==> config.mk <==
export PLATFORM = sky130hd
export DESIGN_NAME = seg_scan_decoder
export DESIGN_NICKNAME = d
export VERILOG_FILES = /design/src/rtl/seg_scan_decoder.sv
export SDC_FILE = /design/constraint.sdc
export NUM_CORES = 1
export LEC_CHECK = 0
export ABC_AREA = 1
export BUFFER_PORTS_ARGS = -buffer_cell sky130_fd_sc_hd__buf_2
export CORE_ASPECT_RATIO = 1.4
export CORE_MARGIN = 2
export CORE_UTILIZATION = 45
export CTS_CLUSTER_DIAMETER = 120
export DETAILED_ROUTE_END_ITERATION = 10
export SYNTH_ARGS = -nofsm -noshare
export SYNTH_HDL_FRONTEND = slang
export SYNTH_SLANG_ARGS = --single-unit
==> constraint.sdc <==
create_clock -name clk -period 4.28 [get_ports clk]
set_clock_uncertainty 0.05 [all_clocks]
set_input_delay 0.214 -clock clk [delete_from_list [all_inputs] [get_ports clk]]
set_output_delay 0.214 -clock clk [all_outputs]
set_load 0.01 [all_outputs]
==> src/rtl/seg_scan_decoder.sv <==
// rtl/seg_scan_decoder.sv - recovers HH:MM digits from a scanned active-low seven-segment pin stream
//
// Ports:
//   clk          system clock, single domain
//   reset        asynchronous active-low reset
//   an[3:0]      digit enables, active-low; an[0] = minute ones .. an[3] = hour tens
//   seg[6:0]     segments, active-low; seg[0] = a .. seg[6] = g
//   digit0..3    published digits (0-9, 4'hF for an unrecognised pattern)
//   digits_ok    all four published digits are 0-9
//   frame_valid  one-cycle pulse when a new frame is published
//   err_an       one-cycle pulse when an settles with more than one bit low
module seg_scan_decoder #(
  parameter int SETTLE_CYCLES = 4,
  parameter int STABLE_FRAMES = 2
) (
  input  logic       clk,
  input  logic       reset,
  input  logic [3:0] an,
  input  logic [6:0] seg,
  output logic [3:0] digit0,
  output logic [3:0] digit1,
  output logic [3:0] digit2,
  output logic [3:0] digit3,
  output logic       digits_ok,
  output logic       frame_valid,
  output logic       err_an
);

  localparam int              CW          = $clog2(SETTLE_CYCLES + 1);
  localparam logic [CW-1:0]   SETTLE_MAX  = CW'(SETTLE_CYCLES);
  localparam logic [CW-1:0]   SETTLE_LAST = CW'(SETTLE_CYCLES - 1);
  localparam logic [3:0]      STABLE_MAX  = 4'(STABLE_FRAMES);

  // Input synchronizers; blank (all ones) out of reset.
  logic [3:0] an_meta;
  logic [3:0] an_sync;
  logic [6:0] seg_meta;
  logic [6:0] seg_sync;

  // Dwell tracking.
  logic [3:0]    an_prev;
  logic [CW-1:0] settle_cnt;

  // Frame assembly: four nibbles packed slot0 in [3:0] .. slot3 in [15:12].
  logic [15:0] slots_q;
  logic [3:0]  seen_q;
  logic [15:0] prev_frame;
  logic [3:0]  match_cnt;

  // Combinational helpers.
  logic        an_changed;
  logic        sample;
  logic        one_hot;
  logic        blank;
  logic [1:0]  slot_idx;
  logic [3:0]  cur_digit;
  logic [15:0] frame_next;
  logic [3:0]  seen_next;
  logic        capture;
  logic        complete;
  logic        same_frame;
  logic [3:0]  match_next;
  logic        publish;
  logic        frame_ok;

  // Active-low g..a pattern to digit; unknown patterns map to 4'hF.
  function automatic logic [3:0] decode_seg(input logic [6:0] s);
    logic [3:0] d;
    case (s)
      7'b1000000: d = 4'd0;
      7'b1111001: d = 4'd1;
      7'b0100100: d = 4'd2;
      7'b0110000: d = 4'd3;
      7'b0011001: d = 4'd4;
      7'b0010010: d = 4'd5;
      7'b0000010: d = 4'd6;
      7'b1111000: d = 4'd7;
      7'b0000000: d = 4'd8;
      7'b0010000: d = 4'd9;
      default:    d = 4'hF;
    endcase
    return d;
  endfunction

  always_ff @(posedge clk or negedge reset) begin
    if (!reset) begin
      an_meta  <= 4'hF;
      an_sync  <= 4'hF;
      seg_meta <= 7'h7F;
      seg_sync <= 7'h7F;
    end else begin
      an_meta  <= an;
      an_sync  <= an_meta;
      seg_meta <= seg;
      seg_sync <= seg_meta;
    end
  end

  // The sample fires on the edge where the counter would step onto
  // SETTLE_CYCLES; once saturated it never fires again in the same dwell.
  always_comb begin
    an_changed = (an_sync != an_prev);
    sample     = !an_changed && (settle_cnt == SETTLE_LAST);
  end

  always_comb begin
    one_hot  = 1'b0;
    blank    = 1'b0;
    slot_idx = 2'd0;
    case (an_sync)
      4'b1110: begin one_hot = 1'b1; slot_idx = 2'd0; end
      4'b1101: begin one_hot = 1'b1; slot_idx = 2'd1; end
      4'b1011: begin one_hot = 1'b1; slot_idx = 2'd2; end
      4'b0111: begin one_hot = 1'b1; slot_idx = 2'd3; end
      4'b1111: blank = 1'b1;
      default: ;
    endcase
  end

  always_comb begin
    cur_digit  = decode_seg(seg_sync);
    frame_next = slots_q;
    seen_next  = seen_q;
    if (one_hot) begin
      frame_next[4*slot_idx +: 4] = cur_digit;
      seen_next[slot_idx]         = 1'b1;
    end
    capture    = sample && one_hot;
    complete   = capture && (seen_next == 4'hF);
    same_frame = (frame_next == prev_frame);
    if (!same_frame) begin
      match_next = 4'd1;
    end else if (match_cnt == STABLE_MAX) begin
      match_next = match_cnt;
    end else begin
      match_next = match_cnt + 4'd1;
    end
    // A frame already published and repeated keeps match_cnt saturated,
    // which is what suppresses re-publishing it.
    publish  = complete && (match_next == STABLE_MAX) &&
               !(same_frame && (match_cnt == STABLE_MAX));
    frame_ok = (frame_next[3:0]   < 4'd10) && (frame_next[7:4]   < 4'd10) &&
               (frame_next[11:8]  < 4'd10) && (frame_next[15:12] < 4'd10);
  end

  always_ff @(posedge clk or negedge reset) begin
    if (!reset) begin
      an_prev    <= 4'hF;
      settle_cnt <= '0;
    end else begin
      an_prev <= an_sync;
      if (an_changed) begin
        settle_cnt <= '0;
      end else if (settle_cnt != SETTLE_MAX) begin
        settle_cnt <= settle_cnt + 1'b1;
      end
    end
  end

  always_ff @(posedge clk or negedge reset) begin
    if (!reset) begin
      slots_q    <= 16'hFFFF;
      seen_q     <= 4'h0;
      prev_frame <= 16'hFFFF;
      match_cnt  <= 4'd0;
    end else if (capture) begin
      slots_q <= frame_next;
      if (complete) begin
        seen_q     <= 4'h0;
        prev_frame <= frame_next;
        match_cnt  <= match_next;
      end else begin
        seen_q <= seen_next;
      end
    end
  end

  always_ff @(posedge clk or negedge reset) begin
    if (!reset) begin
      digit0      <= 4'd0;
      digit1      <= 4'd0;
      digit2      <= 4'd0;
      digit3      <= 4'd0;
      digits_ok   <= 1'b0;
      frame_valid <= 1'b0;
      err_an      <= 1'b0;
    end else begin
      frame_valid <= publish;
      err_an      <= sample && !one_hot && !blank;
      if (publish) begin
        digit0    <= frame_next[3:0];
        digit1    <= frame_next[7:4];
        digit2    <= frame_next[11:8];
        digit3    <= frame_next[15:12];
        digits_ok <= frame_ok;
      end
    end
  end

endmodule
# After elaboration in Yosys (flattened, before gate mapping)
# Cells that the tools add are included.
[totals]
elab_cells = 84
rom_bits = 0
latch_bits = 0
ramBits = 0
n_memories = 0
register_bits = 88
out_inout_bits = 19
in_bits = 13
[op_classes]
muxes = 14
n_bitwise = 1
multipliers = 0
shift = 2
n_eq_ne = 21
div_mod_pow = 0
n_lt_le_gt_ge = 6
reduce_logical = 20
add_sub_neg = 3
[ops]
columns = ["op", "count"]
rows = [
  ["$pmux W4 S10", 1],
  ["$neg A4 Y34", 1],
  ["$shift A4 B34 Y16 const A", 1],
  ["$shiftx A4 B34 Y16", 1],
  ["$eq A7 B5 Y1 const B", 3],
  ["$eq A7 B7 Y1 const B", 3],
  ["$eq A4 B4 Y1 const B", 5],
  ["$bwmux W16", 1],
  ["$eq A16 B16 Y1", 1],
  ["$lt A4 B4 Y1 const B", 4],
  ["$mux W16", 1],
  ["$mux W4", 4],
  ["$eq A7 B6 Y1 const B", 2],
  ["$logic_and A1 B1 Y1", 12],
  ["$eq A4 B2 Y1 const B", 2],
  ["$eq A7 B2 Y1 const B", 1],
  ["$logic_not A7 Y1", 1],
  ["$mux W3", 2],
  ["$pmux W2 S3", 1],
  ["$add A4 B1 Y4 const B", 1],
  ["$eq A4 B3 Y1 const B", 1],
  ["$logic_not A1 Y1", 4],
  ["$ne A4 B4 Y1", 1],
  ["$or A4 B4 Y4", 1],
  ["other kinds (10)", 12],
]

# Longest topological paths before layout
# Gate-level depths: netlist (run 1).
[depth]
word_depth = 12
depth_mapped = 23
ltp_nobuf = 22

# Least setup slack after synthesis (run 1)
# No wires, ideal clock.
[synth_timing]
path_kind = "flip-flop to flip-flop"
from = "register an_sync[2]"
to = "register digit1[2]"
path_slack_ns = 1.184
t_arrival_ns = 2.929
period_less_slack_ns = 3.096
path_stages_with_launch = 24
setup_ns = 0.117
required_ns = 4.113
n_path_buf = 1
cell_sequence = "dfstp_2 > nand2_1 > inv_1 > nand3_1 > nand2_2 > inv_1 > ha_1 > inv_1 > nand4_1 > nor2_4 > nand2_2 > nand2_2 > nand2_1 > nand2_1 > nand2_1 > nor2_1 > nand2_1 > nor2_1 > nand3_2 > nor2_4 > nand3_4 > buf_6 > nand2_1 > nand2_1"
[synth_between]
elab_chain_len = 12
elab_cells_between_ends = 32
cone_classes = "add/sub (1); order compare (2); eq/ne (8); shift (2); mux (8); bitwise (1); reduce/logical (10)"
[synth_rtl]
columns = ["element", "line", "source"]
rows = [
  ["start, declared", "36", "logic [3:0] an_sync;"],
  ["start signal, assigned", "93", "an_sync <= an_meta;"],
  ["branches (longest 12 deep; another with $neg A4 Y34)", "--", ""],
  ["end signal, assigned", "192", "digit1 <= frame_next[7:4];"],
  ["end, declared", "21", "output logic [3:0] digit1,"],
]
# Several ways; the timed one is not identified.
# A chain may end at the register's enable or synchronous reset.

# Final worst setup path (run 1)
[layout_timing]
from = "register an_sync[2]"
to = "register digit0[0]"
[layout_between]
elab_chain_len = 12
elab_cells_between_ends = 32
cone_classes = "add/sub (1); order compare (2); eq/ne (8); shift (2); mux (8); bitwise (1); reduce/logical (10)"
[layout_rtl]
columns = ["element", "line", "source"]
rows = [
  ["branches (longest 12 deep; another with $neg A4 Y34)", "--", ""],
  ["end signal, assigned", "191", "digit0 <= frame_next[3:0];"],
  ["end, declared", "20", "output logic [3:0] digit0,"],
]
# Several ways; the timed one is not identified.

==> run_results.csv, run 1 <==
group,metric,value,unit
timing,setup-violations-final,0,
synth,postSynthCellCount,506,
setup_path,worst-endpoint-required,4.45,ns
clock_tree,post_cts_resize_count,0,
timing,slew_viol_final,0,
synth,synth_seq_cells,88,
clock_tree,clkLatencyLatePin,0.34,ns
cells_and_area,multi_input_area,0.00182,mm²
synth,synth_compound_area_frac,0.0633,
synth,synth-adder-area-share,0.0376,
die,fp.dieArea,0.0104,mm²
grt,grt_first_pass_wirelength,15.7,mm
setup_path,worst_ep_arrival_time,3.84,ns
grt,grt_max_degree,55,
die,dieHeight,120,µm
synth,synthesis.area,0.00433,mm²
cells_and_area,synthToLayoutAreaGrowth,15.7,%
setup_path,setup.worst_path.start_class,"flop",
route,dr_wl_met3,230,µm
hold_path,hold_class,"reg2reg",
timing,min_period_over_period,0.857,
hold_path,hold_start,"seg_meta[2]$_DFF_PN1_",
pwr,power.total,1710,µW
die,die_span_in_x,86.9,µm
cells_and_area,regArea,0.00227,mm²
cells_and_area,layout.nets,581,
place,portbufs,31,
route,total_vias_in_the_final_route,3421,
clock_tree,numClockSinks,88,
route,detail_route.wl_per_cell,13.6,µm
grt,antenna_found_initial,0,
timing,grt_setup_unrepaired,"no",
route,antenna_violating_nets_post_route,0,
die,floorplan.io_pins,32,
timing,period_needed,3.67,ns
setup_path,critical_path.endpoint_type,"flop",
route,dr_wl_met2,4.53,mm
synth,synth_top_family_by_area,"simple AND/OR/NAND/NOR gates",
grt,grt.overflow.total,0,
timing,worst_slack,0.612,ns
clock_tree,clk_path_buf_depth,2,
route,post_drt_via_cell_ratio,5.11,
setup_path,worstSetupStartpoint,"an_sync[2]$_DFF_PN1_",
grt,track_usage,0.191,
clock_tree,ctsHtreeMaxLevel,3,
timing,max-slew-margin-rel,0.541,
timing,hold_slack,0.304,ns
synth,synth_nets,532,
place,placed_area,0.00458,mm²
timing,worst_pin_slew,0.688,ns
clock_tree,tritoncts,"done",
pwr,power.static_leakage,0.00240,µW
cells_and_area,layout_common_cells,"166 x sky130_fd_sc_hd__nand2_1, 58 x sky130_fd_sc_hd__dfstp_2, 42 x sky130_fd_sc_hd__inv_1, 42 x sky130_fd_sc_hd__nor2_1",
cells_and_area,layout_cell_share_with_drive_strength_beyond_1,0.246,
route,drt_first_iter_violations,191,
timing,max_clock_freq,273,MHz
synth,synth_simple_gate_area_share,0.297,
setup_path,cp_max_fo,18,
run,max_cap_violations,0,
cells_and_area,n_antenna_cell,0,
timing,finalHoldViolations,0,
synth,muxShareOfSynthArea,0,
route,drt_first_pass_iters,4,
cells_and_area,layout.filler_cells,889,
die,start_util,0.460,
die,fp.coreArea,0.00941,mm²
synth,syn_area_per_cell,8.55,µm²
route,highest_layer,"met4",
synth,synthXorXnorAreaFrac,0.0202,
cells_and_area,final_cell_area,0.00501,mm²
clock_tree,clk_transition_reported_paths,0.06,ns
synth,ys_warn_count,0,
route,detail_route.drc_violations,0,
synth,portion_of_the_post_synthesis_area_used_by_sequential_elements,0.526,
route,wl,9.10,mm
clock_tree,cts-buffers-inserted,9,
die,cell_rows,42,
timing,finalSetupTns,0,ns
grt,vias_in_the_first_global_route,3411,
synth,synthDistinctLibCells,35,
cells_and_area,layout.cells.most_common,"sky130_fd_sc_hd__nand2_1",
route,detail_route.wirelength.met1,4.19,mm
place,placement.setup.worst_slack,0.394,ns
place,global_placement_routability_congestion,0.818,
setup_path,critical_path_class,"reg2reg",
setup_path,rr_startpoint,"an_sync[2]$_DFF_PN1_",
place,dpl.hpwl,6.53,mm
clock_tree,clockRootBuffer,"sky130_fd_sc_hd__clkbuf_16",
pwr,max_rail_drop_vdd,0.232,mV
pwr,power_density,341,mW/mm²
outcome,outcome,"completed",
-- worst max-delay path, cell delays in order (launching register included) --
cell                      delay, ns
sky130_fd_sc_hd__dfstp_2       0.57
sky130_fd_sc_hd__nand2_1       0.09
sky130_fd_sc_hd__inv_1         0.11
sky130_fd_sc_hd__nand3_1       0.12
sky130_fd_sc_hd__nand2_2       0.22
sky130_fd_sc_hd__inv_1         0.16
sky130_fd_sc_hd__ha_1          0.33
sky130_fd_sc_hd__inv_1         0.15
sky130_fd_sc_hd__nand4_1       0.17
sky130_fd_sc_hd__nor2_4        0.15
sky130_fd_sc_hd__nand2_2       0.08
sky130_fd_sc_hd__nand2_2       0.09
sky130_fd_sc_hd__nand2_1       0.05
sky130_fd_sc_hd__nand2_1       0.07
sky130_fd_sc_hd__nand2_1       0.06
sky130_fd_sc_hd__nor2_1        0.14
sky130_fd_sc_hd__nand2_1       0.07
sky130_fd_sc_hd__nor2_1        0.13
sky130_fd_sc_hd__nand3_2       0.16
sky130_fd_sc_hd__nor2_4        0.21
sky130_fd_sc_hd__nand3_4       0.20
sky130_fd_sc_hd__nand2_1       0.12
sky130_fd_sc_hd__nand2_1       0.06
-- area by class of cell --
class	instances	share of cell area
inverters	48	0.0360
clock buffers	12	0.0515
multi-input cells	360	0.363
clock inverters	4	0.00525
well taps	110	0.0275
repair buffers	48	0.0630
flip-flops and latches	88	0.454
-- metal layers --
metal  track usage  up-vias
li1              -     1730
met1         0.241     1628
met2         0.324       51
met3        0.0371       12
met4        0.0615        0
met5             0        -
-- logic make-up (layout without fill, tap and decap cells) --
logic type | after synthesis | after routing
adders and majority gates | 13 | 13
xor gates and xnor gates | 10 | 10
DFF | 88 | 88
buffers and inverters | 59 | 112
AOI/OAI and AO/OA | 50 | 50
and+or+nand+nor | 286 | 287
-- per-stage QoR --
stage	instances	utilization
6_report	670	0.532
2_1_floorplan	506	-
4_1_cts	667	0.530
3_5_place_dp	639	0.487
5_1_grt	670	0.532
3_3_place_gp	639	0.487
-- timing repair --
action,in CTS,in global routing
hold buffers,12,0
buffers inserted,0,2
setup endpoints to repair,0,17
hold endpoints to repair,33,0
-- cells in the mapped netlist, drive strengths merged --
library cell,number,share of area
ha,13,0.038
o21bai,1,0.0017
a31oi,11,0.016
nand2,176,0.16
a21oi,5,0.0058
nand4,22,0.032
dfstp,58,0.35
dfrtp,30,0.17
xnor2,3,0.0061
or2,1,0.0014
inv,47,0.041
nand3b,2,0.0035
o21ai,30,0.035
xor2,7,0.014
a22oi,1,0.0017
clkbuf,1,0.00087
buf,10,0.014
nor3,4,0.0072
nor2,50,0.051
nand3,31,0.042
a211oi,1,0.0017
clkinv,1,0.00087
a21o,1,0.0017
-- state kept, by name, summed over array words and instances, names as in the netlist, 7 cells and up --
name,count
prev_frame,16
seg_meta,7
seg_sync,7
slots_q,16
-- final timing paths --
check,to,slack (ns),cells past startpoint
setup / recovery,digit0[0]$_DFFE_PN0P_,0.61,22
hold reg to reg,seg_sync[2]$_DFF_PN1_,0.30,0
min in group asynchronous,digit0[1]$_DFFE_PN0P_,0.42,2
setup reg to reg,digit0[0]$_DFFE_PN0P_,0.61,22
hold / removal,seg_sync[2]$_DFF_PN1_,0.30,0
max in group asynchronous,slots_q[0]$_DFFE_PN1P_,2.85,3
-- power breakdown --
part           total [µW]  switching (µW)  internal (µW)  leakage [µW]
Combinational        93.2            63.0           30.1       0.00124
Clock                 751             323            429      0.000134
Sequential            866            8.89            857       0.00102
Note: power is estimated with default switching activity, not from simulation.
==> run 2, diff against run 1 <==
--- a/config.mk
+++ b/config.mk
@@ -10,3 +10,3 @@
 export CORE_ASPECT_RATIO = 1.4
-export CORE_MARGIN = 2
+export CORE_MARGIN = 3
 export CORE_UTILIZATION = 45
==> constraint.sdc (replaced) <==
create_clock -name clk -period 4.28 [get_ports clk]
set_clock_uncertainty 0.05 [all_clocks]
set_input_delay 0.428 -clock clk [delete_from_list [all_inputs] [get_ports clk]]
set_output_delay 0.428 -clock clk [all_outputs]
set_load 0.01 [all_outputs]
==> run 2 against run 1 <==
  * Cell count decreased by 2.5%
  * Power increased by 4.4%
  * Global-route usage decreased by 0.41 points
  * Hold slack got worse by 0.20 ns
  * Via count decreased by 2.0%
  * First-iteration DRC count decreased by 1.6%
  * Die area increased by 4.0%
  * Sequential power about the same
  * Sequential cell count unchanged
  * Largest power group unchanged
==> run_results.csv, run 2 (synthesis gave the netlist of run 1 again) <==
group,metric,value,unit
setup_path,crit_path_cell_trace,"nand2_1, inv_1, nand3_1, nand2_2, inv_1, ha_1, inv_1, nand4_1, nor2_4, nand2_2, nand2_2, nand2_1, nand2_1, nand2_1, nor2_1, nand2_1, nor2_1, nand3_2, nor2_4, buf_4, nand2_1, o21ai_0",
pwr,power.static_leakage,0.00237,µW
grt,antenna_found_initial,0,
setup_path,path_depth,22,
setup_path,rr_startpoint,"an_sync[2]$_DFF_PN1_",
timing,finalHoldViolations,0,
timing,grt_setup_unrepaired,"no",
timing,worst_pin_slew,0.712,ns
clock_tree,clkLatencyLatePin,0.34,ns
clock_tree,post_cts_setup_bufs,0,
clock_tree,tritoncts,"done",
cells_and_area,synthToLayoutAreaGrowth,13.5,%
die,cell_rows,41,
setup_path,crit_slowest_cell,"sky130_fd_sc_hd__dfstp_2",
setup_path,worstSetupStartpoint,"an_sync[2]$_DFF_PN1_",
pwr,power_density,364,mW/mm²
die,start_util,0.471,
route,antenna_violating_nets_post_route,0,
timing,min_period_over_period,0.825,
timing,finalSetupTns,0,ns
timing,hold_slack,0.102,ns
setup_path,path_delay_family,"simple AND/OR/NAND/NOR gates",
setup_path,critical_path.endpoint,"match_cnt[2]$_DFFE_PN0P_",
clock_tree,clk_transition_reported_paths,0.06,ns
cells_and_area,layout.cells.most_common,"sky130_fd_sc_hd__nand2_1",
grt,grt_first_pass_wirelength,15.6,mm
setup_path,regToRegEndpoint,"match_cnt[2]$_DFFE_PN0P_",
setup_path,critical_path_class,"reg2reg",
setup_path,slowest_delay,0.57,ns
route,detail_route.drc_violations,0,
setup_path,worstRegToRegCells,22,
route,drt_first_iter_violations,188,
route,drt_first_pass_iters,4,
cells_and_area,layout_common_cells,"166 x sky130_fd_sc_hd__nand2_1, 58 x sky130_fd_sc_hd__dfstp_2, 42 x sky130_fd_sc_hd__inv_1, 42 x sky130_fd_sc_hd__nor2_1",
die,die_span_in_x,88.9,µm
die,fp.coreArea,0.00918,mm²
place,portbufs,31,
hold_path,hold_class,"in2async",
clock_tree,numClockSinks,88,
timing,max-slew-margin-rel,0.526,
setup_path,cp_num_buf_inv,4,
setup_path,crit_top_cell,"sky130_fd_sc_hd__nand2_1",
grt,vias_in_the_first_global_route,3323,
timing,setup-violations-final,0,
cells_and_area,multi_input_area,0.00181,mm²
clock_tree,clockRootBuffer,"sky130_fd_sc_hd__clkbuf_16",
cells_and_area,layout_cell_share_with_drive_strength_beyond_1,0.253,
timing,slew_viol_final,0,
setup_path,cp_max_fo,21,
place,dpl.hpwl,6.63,mm
route,total_vias_in_the_final_route,3354,
route,wl,9.04,mm
setup_path,critical_path.endpoint_type,"flop",
cells_and_area,n_antenna_cell,0,
setup_path,regToRegSetupSlack,0.75,ns
route,detail_route.wl_per_cell,13.8,µm
cells_and_area,layout.nets,567,
setup_path,setup.worst_path.start_class,"flop",
grt,grt_max_degree,60,
timing,max_clock_freq,283,MHz
clock_tree,cts-buffers-inserted,9,
clock_tree,ctsHoldBuffers,0,
cells_and_area,largest_registers,"prev_frame: 16 flops, slots_q: 16 flops",
setup_path,worst_ep_arrival_time,3.74,ns
die,fp.dieArea,0.0108,mm²
cells_and_area,regArea,0.00227,mm²
pwr,max_rail_drop_vdd,0.192,mV
route,post_drt_via_cell_ratio,5.14,
place,global_placement_routability_congestion,0.807,
cells_and_area,layout.filler_cells,857,
run,max_cap_violations,0,
grt,grt.overflow.total,0,
timing,period_needed,3.53,ns
clock_tree,clk_path_buf_depth,2,
die,floorplan.io_pins,32,
setup_path,worst-endpoint-required,4.49,ns
grt,track_usage,0.187,
outcome,outcome,"completed",
clock_tree,ctsHtreeMaxLevel,3,
die,dieHeight,122,µm
clock_tree,post_cts_resize_count,0,
run 2: cell types whose count changed in the layout (fill, tap and decap cells not counted), moves of 2 or more:
cell,before,now
sky130_fd_sc_hd__clkbuf_1,2,0
sky130_fd_sc_hd__clkbuf_8,0,2
sky130_fd_sc_hd__clkinvlp_4,2,0
sky130_fd_sc_hd__dlygate4sd3_1,12,0
run 2: per-stage QoR:
stage	utilization	cells	area, µm²	total power [µW]	setup WS (ns)
final	0.535	653	4910	1790	0.750
after detailed placement	0.500	637	4590	964	0.736
after CTS	0.535	653	4910	1810	0.721
after global routing	0.535	653	4910	1870	0.375
after floorplan	-	506	4330	927	1.18
after global placement	0.500	637	4590	963	0.830
run 2: area by class of cell:
type,count,area share
inverter,48,0.0367
multi-input combinational,359,0.368
timing repair buffer,35,0.0382
clock buffer,12,0.0565
sequential,88,0.463
tap,107,0.0272
clock inverter,4,0.00993
run 2: where the power goes:
part | total, µW | switching [µW] | leakage, µW | internal (µW)
registers | 866 | 8.73 | 0.00102 | 857
clock network | 837 | 319 | 0.000164 | 518
logic | 83.7 | 60.7 | 0.00118 | 23.0
run 2: how the worst min path moves through the flow:
stage	start	endpoint	slack [ns]
4_1_cts	reset	digit0[0]$_DFFE_PN0P_	0.12
3_5_place_dp	an_meta[0]$_DFF_PN1_	an_sync[0]$_DFF_PN1_	0.30
6_report	reset	settle_cnt[1]$_DFFE_PN0P_	0.10
3_3_place_gp	an_meta[3]$_DFF_PN1_	an_sync[3]$_DFF_PN1_	0.30
5_1_grt	seg[1]	seg_meta[1]$_DFF_PN1_	0.11
2_1_floorplan	reset	digit0[0]$_DFFE_PN0P_	0.08
run 2: metal layers:
metal | vias to the layer above | wire [µm] | GRT usage
met1 | 1575 | 3980 | 0.234
met3 | 16 | 384 | 0.0332
met5 | - | 0 | 0
li1 | 1700 | - | -
met4 | 0 | 169 | 0.0718
met2 | 63 | 4510 | 0.314
